===== src/rtl/chaser_multi.sv =====
// Parametrised LED chaser: prescaled step engine with chase, bounce and fill
// patterns, direction control, enable/pause, hold mode and a cycle-wrap pulse.
module chaser_multi #(
    parameter int NUM_LEDS    = 4,
    parameter int STEP_CYCLES = 1048576,
    parameter int PW          = $clog2(NUM_LEDS)
) (
    input  logic                clk,
    input  logic                rst_n,
    input  logic                en,
    input  logic [1:0]          mode,
    input  logic                dir,
    output logic [NUM_LEDS-1:0] leds,
    output logic [PW-1:0]       pos,
    output logic                wrap
);

    localparam int              CW       = (STEP_CYCLES > 1) ? $clog2(STEP_CYCLES) : 1;
    localparam logic [CW-1:0]   CNT_LAST = CW'(STEP_CYCLES - 1);
    localparam logic [PW-1:0]   POS_LAST = PW'(NUM_LEDS - 1);

    typedef enum logic [1:0] {
        MODE_CHASE  = 2'b00,
        MODE_BOUNCE = 2'b01,
        MODE_FILL   = 2'b10,
        MODE_HOLD   = 2'b11
    } mode_e;

    typedef enum logic {
        BDIR_UP   = 1'b0,
        BDIR_DOWN = 1'b1
    } bdir_e;

    logic [CW-1:0]       cnt_q,  cnt_d;
    logic [PW-1:0]       pos_q,  pos_d;
    bdir_e               bdir_q, bdir_d;
    logic [NUM_LEDS-1:0] leds_q, leds_d;
    logic                wrap_q, wrap_d;
    logic                tick_s;
    mode_e               mode_s;

    // LED image for a position: one-hot for chase/bounce, a bar for fill
    function automatic logic [NUM_LEDS-1:0] led_pattern(input mode_e m, input logic d,
                                                        input logic [PW-1:0] p);
        logic [NUM_LEDS-1:0] v;
        v = '0;
        for (int i = 0; i < NUM_LEDS; i++) begin
            case (m)
                MODE_FILL: v[i] = d ? (i >= int'(p)) : (i <= int'(p));
                default:   v[i] = (i == int'(p));
            endcase
        end
        return v;
    endfunction

    function automatic logic [PW-1:0] pos_inc(input logic [PW-1:0] p);
        return (p == POS_LAST) ? '0 : p + PW'(1);
    endfunction

    function automatic logic [PW-1:0] pos_dec(input logic [PW-1:0] p);
        return (p == '0) ? POS_LAST : p - PW'(1);
    endfunction

    assign tick_s = en && (cnt_q == CNT_LAST);
    assign mode_s = mode_e'(mode);

    // Prescaler advance and pattern step decode
    always_comb begin
        cnt_d  = cnt_q;
        pos_d  = pos_q;
        bdir_d = bdir_q;
        leds_d = leds_q;
        wrap_d = 1'b0;
        if (tick_s) begin
            cnt_d = '0;
            case (mode_s)
                MODE_CHASE, MODE_FILL: begin
                    if (dir) begin
                        pos_d  = pos_dec(pos_q);
                        wrap_d = (pos_q == '0);
                    end else begin
                        pos_d  = pos_inc(pos_q);
                        wrap_d = (pos_q == POS_LAST);
                    end
                    leds_d = led_pattern(mode_s, dir, pos_d);
                end
                MODE_BOUNCE: begin
                    // Turnaround steps away from the end immediately, so each end is held one step
                    if (bdir_q == BDIR_UP) begin
                        if (pos_q == POS_LAST) begin
                            pos_d  = pos_q - PW'(1);
                            bdir_d = BDIR_DOWN;
                        end else begin
                            pos_d  = pos_q + PW'(1);
                        end
                    end else begin
                        if (pos_q == '0) begin
                            pos_d  = PW'(1);
                            bdir_d = BDIR_UP;
                            wrap_d = 1'b1;
                        end else begin
                            pos_d  = pos_q - PW'(1);
                        end
                    end
                    leds_d = led_pattern(mode_s, dir, pos_d);
                end
                MODE_HOLD: begin
                    pos_d  = pos_q;
                end
                default: begin
                    pos_d  = pos_q;
                end
            endcase
        end else if (en) begin
            cnt_d = cnt_q + CW'(1);
        end else begin
            cnt_d = cnt_q;
        end
    end

    // State registers; en=0 simply holds everything because the decode holds
    always_ff @(posedge clk or negedge rst_n) begin
        if (!rst_n) begin
            cnt_q  <= '0;
            pos_q  <= '0;
            bdir_q <= BDIR_UP;
            leds_q <= NUM_LEDS'(1);
            wrap_q <= 1'b0;
        end else begin
            cnt_q  <= cnt_d;
            pos_q  <= pos_d;
            bdir_q <= bdir_d;
            leds_q <= leds_d;
            wrap_q <= wrap_d;
        end
    end

    assign leds = leds_q;
    assign pos  = pos_q;
    assign wrap = wrap_q;

endmodule


===== config.mk =====
export PLATFORM = sky130hd
export DESIGN_NAME = chaser_multi
export DESIGN_NICKNAME = d
export VERILOG_FILES = /design/src/rtl/chaser_multi.sv
export SDC_FILE = /design/constraint.sdc
export NUM_CORES = 1
export LEC_CHECK = 0
export ABC_AREA = 1
export BUFFER_PORTS_ARGS = -buffer_cell sky130_fd_sc_hd__buf_2
export CAP_MARGIN = 10
export CORE_UTILIZATION = 59
export DETAILED_ROUTE_END_ITERATION = 6
export GPL_ROUTABILITY_DRIVEN = 0
export GPL_TIMING_DRIVEN = 0
export PLACE_DENSITY = 0.79
export SKIP_CTS_REPAIR_TIMING = 1
export SLEW_MARGIN = 20
export SYNTH_ARGS = -nofsm -noshare
export SYNTH_HDL_FRONTEND = slang
export SYNTH_SLANG_ARGS = --single-unit

===== constraint.sdc =====
create_clock -name clk -period 1.7 [get_ports clk]
set_input_delay 0.085 -clock clk [delete_from_list [all_inputs] [get_ports clk]]
set_output_delay 0.085 -clock clk [all_outputs]
set_load 0.1 [all_outputs]

==> results_tabular.tex, run 1 <==
\begin{tabular}{lr}
\hline
Metric & Value \\
\hline
\multicolumn{2}{l}{\textbf{Route}} \\
\quad Via count & roughly 1.6k \\
\quad Routed wire per std cell & 11.0 um \\
\quad Total wire length & 3.37 mm \\
\quad Number of DRC markers in iteration 0 & around 80 \\
\quad Residual antenna-violating net count after detailed routing & 0 \\
\quad Metal2 WL & approximately 1.5 mm \\
\quad Met3 wire length & 128 um \\
\quad Uppermost layer routed & met4 \\
\quad Met1 wire length & 1.67 mm \\
\quad Via-to-Cell Ratio & approximately 5.2 \\
\quad Detailed-routing iteration count for the pre-antenna-repair pass & 7 \\
\quad Post-detailed-route DRC marker count & 2 \\
\multicolumn{2}{l}{\textbf{Global routing}} \\
\quad Global route overflow & 0 \\
\quad Wire length of the first global-routing pass & just over 6 mm \\
\quad Global Route Usage Sum & 0.239 \\
\quad Number of global-route vias before repair & 1470 \\
\quad Largest net degree at the start of global routing & 29 \\
\quad Number of antenna violations at the first check in global routing & 0 \\
\multicolumn{2}{l}{\textbf{STA}} \\
\quad Final Max Slew Viols & 0 \\
\quad Final setup slack of the worst path & 0.116 ns \\
\quad Clk\_skew & approximately 0.013 ns \\
\quad Worst-margin pin slew & roughly 0.61 ns \\
\quad Final Hold Viols & 0 \\
\quad Peak clock frequency supported by timing & approximately 0.63 GHz \\
\quad Final period util & 0.932 \\
\quad Tightest slew margin relative to the limit & 0.594 \\
\quad Min Tclk post-route & $\sim$1.6 ns \\
\quad Final number of setup-violating endpoints & 0 \\
\multicolumn{2}{l}{\textbf{Power and ir drop}} \\
\quad Leakage power summed over all cells & 1.10 nW \\
\quad VDD IR-drop max & about 0.69 mV \\
\quad Pwr Density & 712 nW/um2 \\
\quad Sum of internal, switching and leakage power & 1.40 mW \\
\multicolumn{2}{l}{\textbf{Run}} \\
\quad Max capacitance violation total & 0 \\
\multicolumn{2}{l}{\textbf{Place}} \\
\quad Half-perimeter wire length after detailed placement & $\sim$2.6 mm \\
\quad Dpl cell area & 1880 um2 \\
\quad Port Buffers & 12 \\
\quad Worst slack at placement & 0.0842 ns \\
\multicolumn{2}{l}{\textbf{CTS}} \\
\quad Clock insertion delay at the later pin of the skew report & 0.33 ns \\
\quad Maximum count of clock buffers along a single path & 2 \\
\quad Number of clock sinks & 28 \\
\quad Inserted Clock Buffers & 3 \\
\quad CTS tree & built \\
\quad Number of H-tree levels & 1 \\
\quad Clock-pin slew on the worst setup and hold paths & 0.15 ns \\
\quad Clock Root Buffer & sky130\_fd\_sc\_hd\_\_clkbuf\_4 \\
\multicolumn{2}{l}{\textbf{Yosys}} \\
\quad Summed instance area of the synthesized netlist & between 1500 and 2000 um2 \\
\quad Library cells used by synthesis & 29 \\
\quad Total nets after synthesis & 264 \\
\quad \#FFs+latches synth & 28 \\
\quad Post-synthesis cell count & 255 \\
\quad Cell taking the most area after synthesis & sky130\_fd\_sc\_hd\_\_dfrtp\_1 \\
\quad Area fraction of the dominant cell type after synthesis & 0.383 \\
\quad Synth area leaders & sky130\_fd\_sc\_hd\_\_dfrtp\_1 38\%, sky130\_fd\_sc\_hd\_\_nand2\_1 18\%, sky130\_fd\_sc\_hd\_\_inv\_1 7.4\%, sky130\_fd\_sc\_hd\_\_nor2\_1 7.2\%, sky130\_fd\_sc\_hd\_\_nand3\_1 5.7\% \\
\quad Number of synthesis warnings & 0 \\
\quad Post-synthesis sequential area ratio & 0.398 \\
\quad Mean instance size in the synthesized netlist & 6.92 um2 \\
\multicolumn{2}{l}{\textbf{Critical path}} \\
\quad Worst path bufs/invs & 2 \\
\quad Cell chain of the critical path & inv\_4, ha\_4, inv\_1, nand2\_1, nand2\_2, nor2\_1, or2\_2, nand2\_1, nand2\_1 \\
\quad Setup slack of the most critical reg-to-reg path & approximately 0.12 ns \\
\quad Critical path class & register to register \\
\quad Length in cells of the worst reg-to-reg path & 9 \\
\quad Endpoint of the most critical register-to-register path & pos[1]\$\_DFFE\_PN0P\_ \\
\quad Required time of the critical path & between 1.5 and 2 ns \\
\quad Worst path depth & 9 \\
\quad Endpoint kind of the worst setup timing path & register \\
\quad Max Fanout on Critical Path & 6 \\
\quad Crit path arrival time & 1.82 ns \\
\quad Critical Path Max Stage Delay & around 0.55 ns \\
\quad Critical-path cell with the highest stage delay & sky130\_fd\_sc\_hd\_\_dfrtp\_4 \\
\quad Sort of element at the start of the critical path & register \\
\quad Largest delay contributor family on the critical path & simple AND/OR/NAND/NOR gates \\
\quad Source of the worst register-to-register timing path & pos[0]\$\_DFFE\_PN0P\_ \\
\quad Most frequent CP cell & sky130\_fd\_sc\_hd\_\_nand2\_1 \\
\multicolumn{2}{l}{\textbf{Die}} \\
\quad Core area & 2810 um2 \\
\quad Floorplan die height & between 50 and 60 um \\
\quad Number of cell rows & 19 \\
\quad Die Outline Area & 3210 um2 \\
\quad Boundary Pins & 13 \\
\quad Effective utilization at floorplan & 0.629 \\
\quad Die span in x & 56.7 um \\
\multicolumn{2}{l}{\textbf{Worst hold path}} \\
\quad Worst min-delay path startpoint & mode[0] \\
\quad Worst hold path class & input port to register \\
\quad Number of cells traversed by the worst hold path & 4 \\
\quad Hold Path Sink & wrap\$\_DFF\_PN0\_ \\
\multicolumn{2}{l}{\textbf{Final layout}} \\
\quad Final design area excluding fillers & between 1500 and 2000 um2 \\
\quad Area growth syn-to-layout & 11.1\% \\
\quad Number of filler cells placed in the layout & between 200 and 250 \\
\quad Net count reported at finish & 285 \\
\quad Diodes inserted & 0 \\
\quad Final standard cell utilization of the core & 0.699 \\
\quad Share of layout cells above drive strength 1 & 0.142 \\
\multicolumn{2}{l}{\textbf{Outcome}} \\
\quad Failing checks & design-rule violations \\
\quad Outcome & finished with violations \\
\hline
\end{tabular}
[state kept, by name (all words and copies together), names as in the netlist]
signal	count
cnt_q	20
wrap	1
bdir_q	1
pos	2
leds	4
[final cells by class]
cell class	count	area (um2)	area share
multi-input combinational	189	933	0.476
tap	31	38.8	0.0198
sequential	28	709	0.362
inverter	37	146	0.0747
timing repair buffer	16	92.6	0.0472
clock buffer	4	36.3	0.0185
buffer	1	3.75	0.00191
[cells in the final DEF (no fill, tap or decap), drive strengths merged, types with 2 or more instances in the layout]
cell and count:
clkbuf 5, a21oi 5, buf 15, dfrtp 27
nand3 22, o21ai 10, or2 2, nand2 88
nor2 39, xor2 3, nor3 8, inv 36
ha 3, nand4 3
[Yosys cell counts]
master                     instances
sky130_fd_sc_hd__a21oi_1           5
sky130_fd_sc_hd__a22oi_1           1
sky130_fd_sc_hd__and2_1            1
sky130_fd_sc_hd__and3_1            1
sky130_fd_sc_hd__clkbuf_1          1
sky130_fd_sc_hd__clkinv_4          1
sky130_fd_sc_hd__dfrtp_1          27
sky130_fd_sc_hd__dfstp_2           1
sky130_fd_sc_hd__ha_1              3
sky130_fd_sc_hd__inv_1            35
sky130_fd_sc_hd__inv_2             1
sky130_fd_sc_hd__nand2_1          86
sky130_fd_sc_hd__nand2_2           1
sky130_fd_sc_hd__nand2_4           1
sky130_fd_sc_hd__nand3_1          20
sky130_fd_sc_hd__nand3_4           2
sky130_fd_sc_hd__nand4_1           3
sky130_fd_sc_hd__nor2_1           34
sky130_fd_sc_hd__nor2_2            1
sky130_fd_sc_hd__nor2_4            3
sky130_fd_sc_hd__nor2_8            1
sky130_fd_sc_hd__nor3_1            8
sky130_fd_sc_hd__nor4_1            1
sky130_fd_sc_hd__o21ai_0           9
sky130_fd_sc_hd__o21ai_1           1
sky130_fd_sc_hd__o21bai_1          1
sky130_fd_sc_hd__or2_2             2
sky130_fd_sc_hd__xnor2_1           1
sky130_fd_sc_hd__xor2_1            3
[through the flow]
step	instances	hold WS, ns	TNS (ns)
6_report	306	0.0750	0
5_1_grt	306	0.0871	-0.0000380
4_1_cts	302	-0.247	0
3_5_place_dp	298	0.138	0
3_3_place_gp	298	0.137	0
2_1_floorplan	255	-0.211	0
[kinds of logic (layout without fill, tap and decap cells)]
family / Yosys count / after routing / share of synthesized area
fa+ha+maj: 3 / 3 / 0.0213
simple gates: 165 / 165 / 0.427
xor+xnor: 4 / 4 / 0.0198
compound gates: 17 / 17 / 0.0510
flops: 28 / 28 / 0.398
buf+inv: 38 / 58 / 0.0836
[worst reg2reg max path, cell delays in order (launching register included)]
cell                      delay [ns]
sky130_fd_sc_hd__dfrtp_4        0.55
sky130_fd_sc_hd__inv_4          0.09
sky130_fd_sc_hd__ha_4           0.20
sky130_fd_sc_hd__inv_1          0.05
sky130_fd_sc_hd__nand2_1        0.06
sky130_fd_sc_hd__nand2_2        0.08
sky130_fd_sc_hd__nor2_1         0.06
sky130_fd_sc_hd__or2_2          0.29
sky130_fd_sc_hd__nand2_1        0.07
sky130_fd_sc_hd__nand2_1        0.05
[layer usage]
layer	GRT usage	up-vias
met5	0	-
met4	0.0857	0
met3	0.0207	7
met2	0.400	34
met1	0.322	706
li1	-	837
[power by group]
part | leakage (nW) | switching [mW] | internal, mW
Combinational | 0.739 | 0.159 | 0.103
Clock | 0.0210 | 0.195 | 0.131
Sequential | 0.341 | 0.0705 | 0.738
[worst max path at each step]
stage                               from                 end
CTS                   pos[0]$_DFFE_PN0P_  pos[1]$_DFFE_PN0P_
floorplan             pos[0]$_DFFE_PN0P_  pos[1]$_DFFE_PN0P_
global route        cnt_q[0]$_DFFE_PN0P_  pos[0]$_DFFE_PN0P_
global placement      pos[0]$_DFFE_PN0P_  pos[1]$_DFFE_PN0P_
detailed placement    pos[0]$_DFFE_PN0P_  pos[1]$_DFFE_PN0P_
finish                pos[0]$_DFFE_PN0P_  pos[1]$_DFFE_PN0P_
(Power assumes the default switching activity.)
==> run 2: changes to the inputs <==
--- a/config.mk
+++ b/config.mk
@@ -5,10 +5,9 @@
 export SDC_FILE = /design/constraint.sdc
 export NUM_CORES = 1
 export LEC_CHECK = 0
-export ABC_AREA = 1
 export BUFFER_PORTS_ARGS = -buffer_cell sky130_fd_sc_hd__buf_2
 export CAP_MARGIN = 10
-export CORE_UTILIZATION = 59
+export CORE_UTILIZATION = 58
 export DETAILED_ROUTE_END_ITERATION = 6
 export GPL_ROUTABILITY_DRIVEN = 0
 export GPL_TIMING_DRIVEN = 0
==> constraint.sdc (replaced) <==
create_clock -name clk -period 1.65 [get_ports clk]
set_input_delay 0.0825 -clock clk [delete_from_list [all_inputs] [get_ports clk]]
set_output_delay 0.0825 -clock clk [all_outputs]
set_load 0.1 [all_outputs]
==> results_tabular.tex, run 2 <==
\begin{tabular}{lr}
\hline
Metric & Value \\
\hline
\multicolumn{2}{l}{\textbf{Yosys}} \\
\quad Post-synthesis cell count & 163 \\
\quad \#FFs+latches synth & 28 \\
\quad Number of synthesis warnings & 0 \\
\quad Library cells used by synthesis & 46 \\
\quad Total nets after synthesis & 172 \\
\quad EDFF count, synth & 0 \\
\quad Summed instance area of the synthesized netlist & 1580 um2 \\
\quad Most frequent cell after synthesis & sky130\_fd\_sc\_hd\_\_dfrtp\_1 \\
\quad Synth area leaders & sky130\_fd\_sc\_hd\_\_dfrtp\_1 43\%, sky130\_fd\_sc\_hd\_\_xnor2\_1 6.1\%, sky130\_fd\_sc\_hd\_\_nor2\_1 3.6\%, sky130\_fd\_sc\_hd\_\_nand2\_1 3.1\%, sky130\_fd\_sc\_hd\_\_nand2b\_1 2.8\% \\
\quad Area fraction of the dominant cell type after synthesis & 0.427 \\
\quad Async SR Flop Fraction & 1.00 \\
\quad Post-synthesis sequential area ratio & 0.443 \\
\quad Top\_reg\_cell synth & sky130\_fd\_sc\_hd\_\_dfrtp\_1 \\
\quad Mean instance size in the synthesized netlist & 9.71 um2 \\
\quad Most numerous cell types in the synthesized netlist & 27 x sky130\_fd\_sc\_hd\_\_dfrtp\_1, 15 x sky130\_fd\_sc\_hd\_\_nor2\_1, 13 x sky130\_fd\_sc\_hd\_\_nand2\_1 \\
\quad Cell taking the most area after synthesis & sky130\_fd\_sc\_hd\_\_dfrtp\_1 \\
\multicolumn{2}{l}{\textbf{Place}} \\
\quad Worst slack at placement & -0.358 ns \\
\quad Port Buffers & 10 \\
\quad Half-perimeter wire length after detailed placement & $\sim$2.3 mm \\
\quad Placed insts & 203 \\
\multicolumn{2}{l}{\textbf{STA}} \\
\quad Final number of setup-violating endpoints & 19 \\
\quad Min Tclk post-route & 1.84 ns \\
\quad Worst-margin pin slew & 0.620 ns \\
\quad Peak clock frequency supported by timing & 0.545 GHz \\
\quad RSZ-0062 raised after global routing & yes \\
\quad Final hold slack & slightly above 0.03 ns \\
\quad Clk\_skew & between 0.003 and 0.004 ns \\
\quad Final Max Slew Viols & 0 \\
\quad Final Hold Viols & 0 \\
\quad Final setup slack of the worst path & -0.186 ns \\
\quad Tightest slew margin relative to the limit & 0.587 \\
\quad Final period util & 1.11 \\
\multicolumn{2}{l}{\textbf{Final layout}} \\
\quad Area growth syn-to-layout & 28.6\% \\
\quad Most common library cell in the layout ignoring fill and taps & sky130\_fd\_sc\_hd\_\_dfrtp\_1 \\
\quad Number of flip-flops in the largest register & 20 \\
\quad Share of layout cells above drive strength 1 & 0.354 \\
\quad Register with the highest flop count & cnt\_q \\
\quad Number of filler cells placed in the layout & 149 \\
\quad Net count reported at finish & 205 \\
\quad Count of non-filler cells in the finished layout & 225 \\
\quad Most frequent cells in the layout & 23 x sky130\_fd\_sc\_hd\_\_dfrtp\_1, 13 x sky130\_fd\_sc\_hd\_\_buf\_4, 12 x sky130\_fd\_sc\_hd\_\_nand2\_1, 11 x sky130\_fd\_sc\_hd\_\_buf\_2 \\
\quad Diodes inserted & 0 \\
\quad Final standard cell utilization of the core & 0.807 \\
\multicolumn{2}{l}{\textbf{Die}} \\
\quad Die Outline Area & 2940 um2 \\
\quad Boundary Pins & 13 \\
\quad Effective utilization at floorplan & 0.627 \\
\quad Core area & 2520 um2 \\
\quad Floorplan die height & 54.2 um \\
\quad Die span in x & roughly 54 um \\
\quad Number of cell rows & 18 \\
\multicolumn{2}{l}{\textbf{Route}} \\
\quad Residual antenna-violating net count after detailed routing & 0 \\
\quad Via-to-Cell Ratio & 6.40 \\
\quad Total wire length & between 4 and 5 mm \\
\quad Number of DRC markers in iteration 0 & 56 \\
\quad Detailed-routing iteration count for the pre-antenna-repair pass & 4 \\
\quad Routed wire per std cell & 18.0 um \\
\quad Via count & 1441 \\
\quad Post-detailed-route DRC marker count & 0 \\
\multicolumn{2}{l}{\textbf{Power and ir drop}} \\
\quad VDD IR-drop max & 0.812 mV \\
\quad Pwr Density & 768 nW/um2 \\
\quad Sum of internal, switching and leakage power & 1.56 mW \\
\quad Leakage power summed over all cells & 0.901 nW \\
\multicolumn{2}{l}{\textbf{Critical path}} \\
\quad Crit path arrival time & around 2.1 ns \\
\quad Source of the worst register-to-register timing path & cnt\_q[2]\$\_DFFE\_PN0P\_ \\
\quad Cell chain of the critical path & nand4\_1, or4\_4, or3\_1, a21oi\_2 \\
\quad Sort of element at the start of the critical path & register \\
\quad Worst path bufs/invs & 0 \\
\quad Endpoint of the most critical register-to-register path & cnt\_q[17]\$\_DFFE\_PN0P\_ \\
\quad Endpoint kind of the worst setup timing path & register \\
\quad Max Fanout on Critical Path & 6 \\
\quad Largest delay contributor family on the critical path & simple AND/OR/NAND/NOR gates \\
\quad Critical Path Max Stage Delay & 0.55 ns \\
\quad Length in cells of the worst reg-to-reg path & 4 \\
\quad Worst path depth & 4 \\
\quad Setup slack of the most critical reg-to-reg path & -0.19 ns \\
\quad Source of the critical timing path & cnt\_q[2]\$\_DFFE\_PN0P\_ \\
\quad Required time of the critical path & 1.93 ns \\
\quad Critical-path cell with the highest stage delay & sky130\_fd\_sc\_hd\_\_or4\_4 \\
\quad Critical path class & register to register \\
\multicolumn{2}{l}{\textbf{CTS}} \\
\quad Number of clock sinks & 28 \\
\quad Inserted Clock Buffers & 3 \\
\quad Clock Root Buffer & sky130\_fd\_sc\_hd\_\_clkbuf\_4 \\
\quad CTS tree & built \\
\quad Clock-pin slew on the worst setup and hold paths & approximately 0.16 ns \\
\quad Clock insertion delay at the later pin of the skew report & around 0.33 ns \\
\quad Number of H-tree levels & 1 \\
\quad Maximum count of clock buffers along a single path & 2 \\
\multicolumn{2}{l}{\textbf{Worst hold path}} \\
\quad Worst hold path class & input port to register \\
\quad Number of cells traversed by the worst hold path & 2 \\
\quad Worst min-delay path startpoint & en \\
\quad Hold Path Sink & cnt\_q[1]\$\_DFFE\_PN0P\_ \\
\multicolumn{2}{l}{\textbf{Run}} \\
\quad Max capacitance violation total & 0 \\
\multicolumn{2}{l}{\textbf{Global routing}} \\
\quad Global Route Usage Sum & 0.250 \\
\quad Wire length of the first global-routing pass & 5.20 mm \\
\quad Number of global-route vias before repair & 1208 \\
\quad Largest net degree at the start of global routing & 29 \\
\quad Number of antenna violations at the first check in global routing & 0 \\
\quad Global route overflow & 0 \\
\multicolumn{2}{l}{\textbf{Outcome}} \\
\quad Outcome & finished with violations \\
\quad Failing checks & negative setup slack \\
\hline
\end{tabular}
==> run 2: cell types whose count changed after synthesis, moves of 7 or more <==
cell	before	now
sky130_fd_sc_hd__inv_1	35	8
sky130_fd_sc_hd__nand3_1	20	8
sky130_fd_sc_hd__nand2_1	86	13
sky130_fd_sc_hd__nand2b_1	0	7
sky130_fd_sc_hd__xnor2_1	1	11
sky130_fd_sc_hd__nor2_1	34	15
==> run 2: worst max-delay path by stage <==
stage | endpoint | slack (ns)
final | cnt_q[17]$_DFFE_PN0P_ | -0.19
after global routing | cnt_q[17]$_DFFE_PN0P_ | -0.23
after global placement | leds[1]$_DFFE_PN0P_ | -0.25
after CTS | leds[1]$_DFFE_PN0P_ | -0.37
after detailed placement | leds[1]$_DFFE_PN0P_ | -0.36
after floorplan | leds[1]$_DFFE_PN0P_ | -0.05
==> run 2: kinds of logic (layout without fill, tap and decap cells) <==
kind of cell,after synthesis,in the layout,synth area share
AO/OA/AOI/OAI,28,28,0.127
XOR/XNOR,15,15,0.0830
adder cells (fa/ha/maj),3,3,0.0237
buffers and inverters,12,44,0.0300
flip-flops,28,28,0.443
multiplexers,4,4,0.0261
AND/OR/NAND/NOR,73,73,0.266
==> run 2: power breakdown <==
part           total [mW]  leakage (nW)  internal (mW)  switching, mW
clock network       0.464        0.0279          0.246          0.219
logic               0.253         0.520          0.124          0.129
registers           0.847         0.353          0.753         0.0933
total                1.56         0.901           1.12          0.441
==> run 2: cell type report <==
type / instances / area [um2] / area share
buffer: 4 / 23.8 / 0.0117
clock inverter: 1 / 30.0 / 0.0148
clock buffer: 3 / 22.5 / 0.0111
multi-input combinational: 123 / 975 / 0.479
inverter: 8 / 32.5 / 0.0160
sequential: 28 / 712 / 0.350
timing repair buffer: 28 / 203 / 0.0996
tap: 30 / 37.5 / 0.0184
==> run 2: worst reg2reg max path: stages (launching register included) <==
cell                      delay, ns
sky130_fd_sc_hd__dfrtp_1       0.44
sky130_fd_sc_hd__nand4_1       0.31
sky130_fd_sc_hd__or4_4         0.55
sky130_fd_sc_hd__or3_1         0.35
sky130_fd_sc_hd__a21oi_2       0.14
==> run 2: per-layer routing <==
layer  share of wire  vias to the layer above  global-route usage
li1                -                      656                   -
met4           0.022                        0              0.0983
met5               0                        -                   0
met3           0.059                       10              0.0639
met2            0.50                       59               0.404
met1            0.42                      716               0.320
==> run 2: metrics by stage <==
stage          cell area (um2)  setup TNS [ns]
3_5_place_dp              1730           -3.12
5_1_grt                   2040           -2.41
6_report                  2040           -1.44
4_1_cts                   1780           -3.62
3_3_place_gp              1730           -1.98
2_1_floorplan             1640         -0.0872
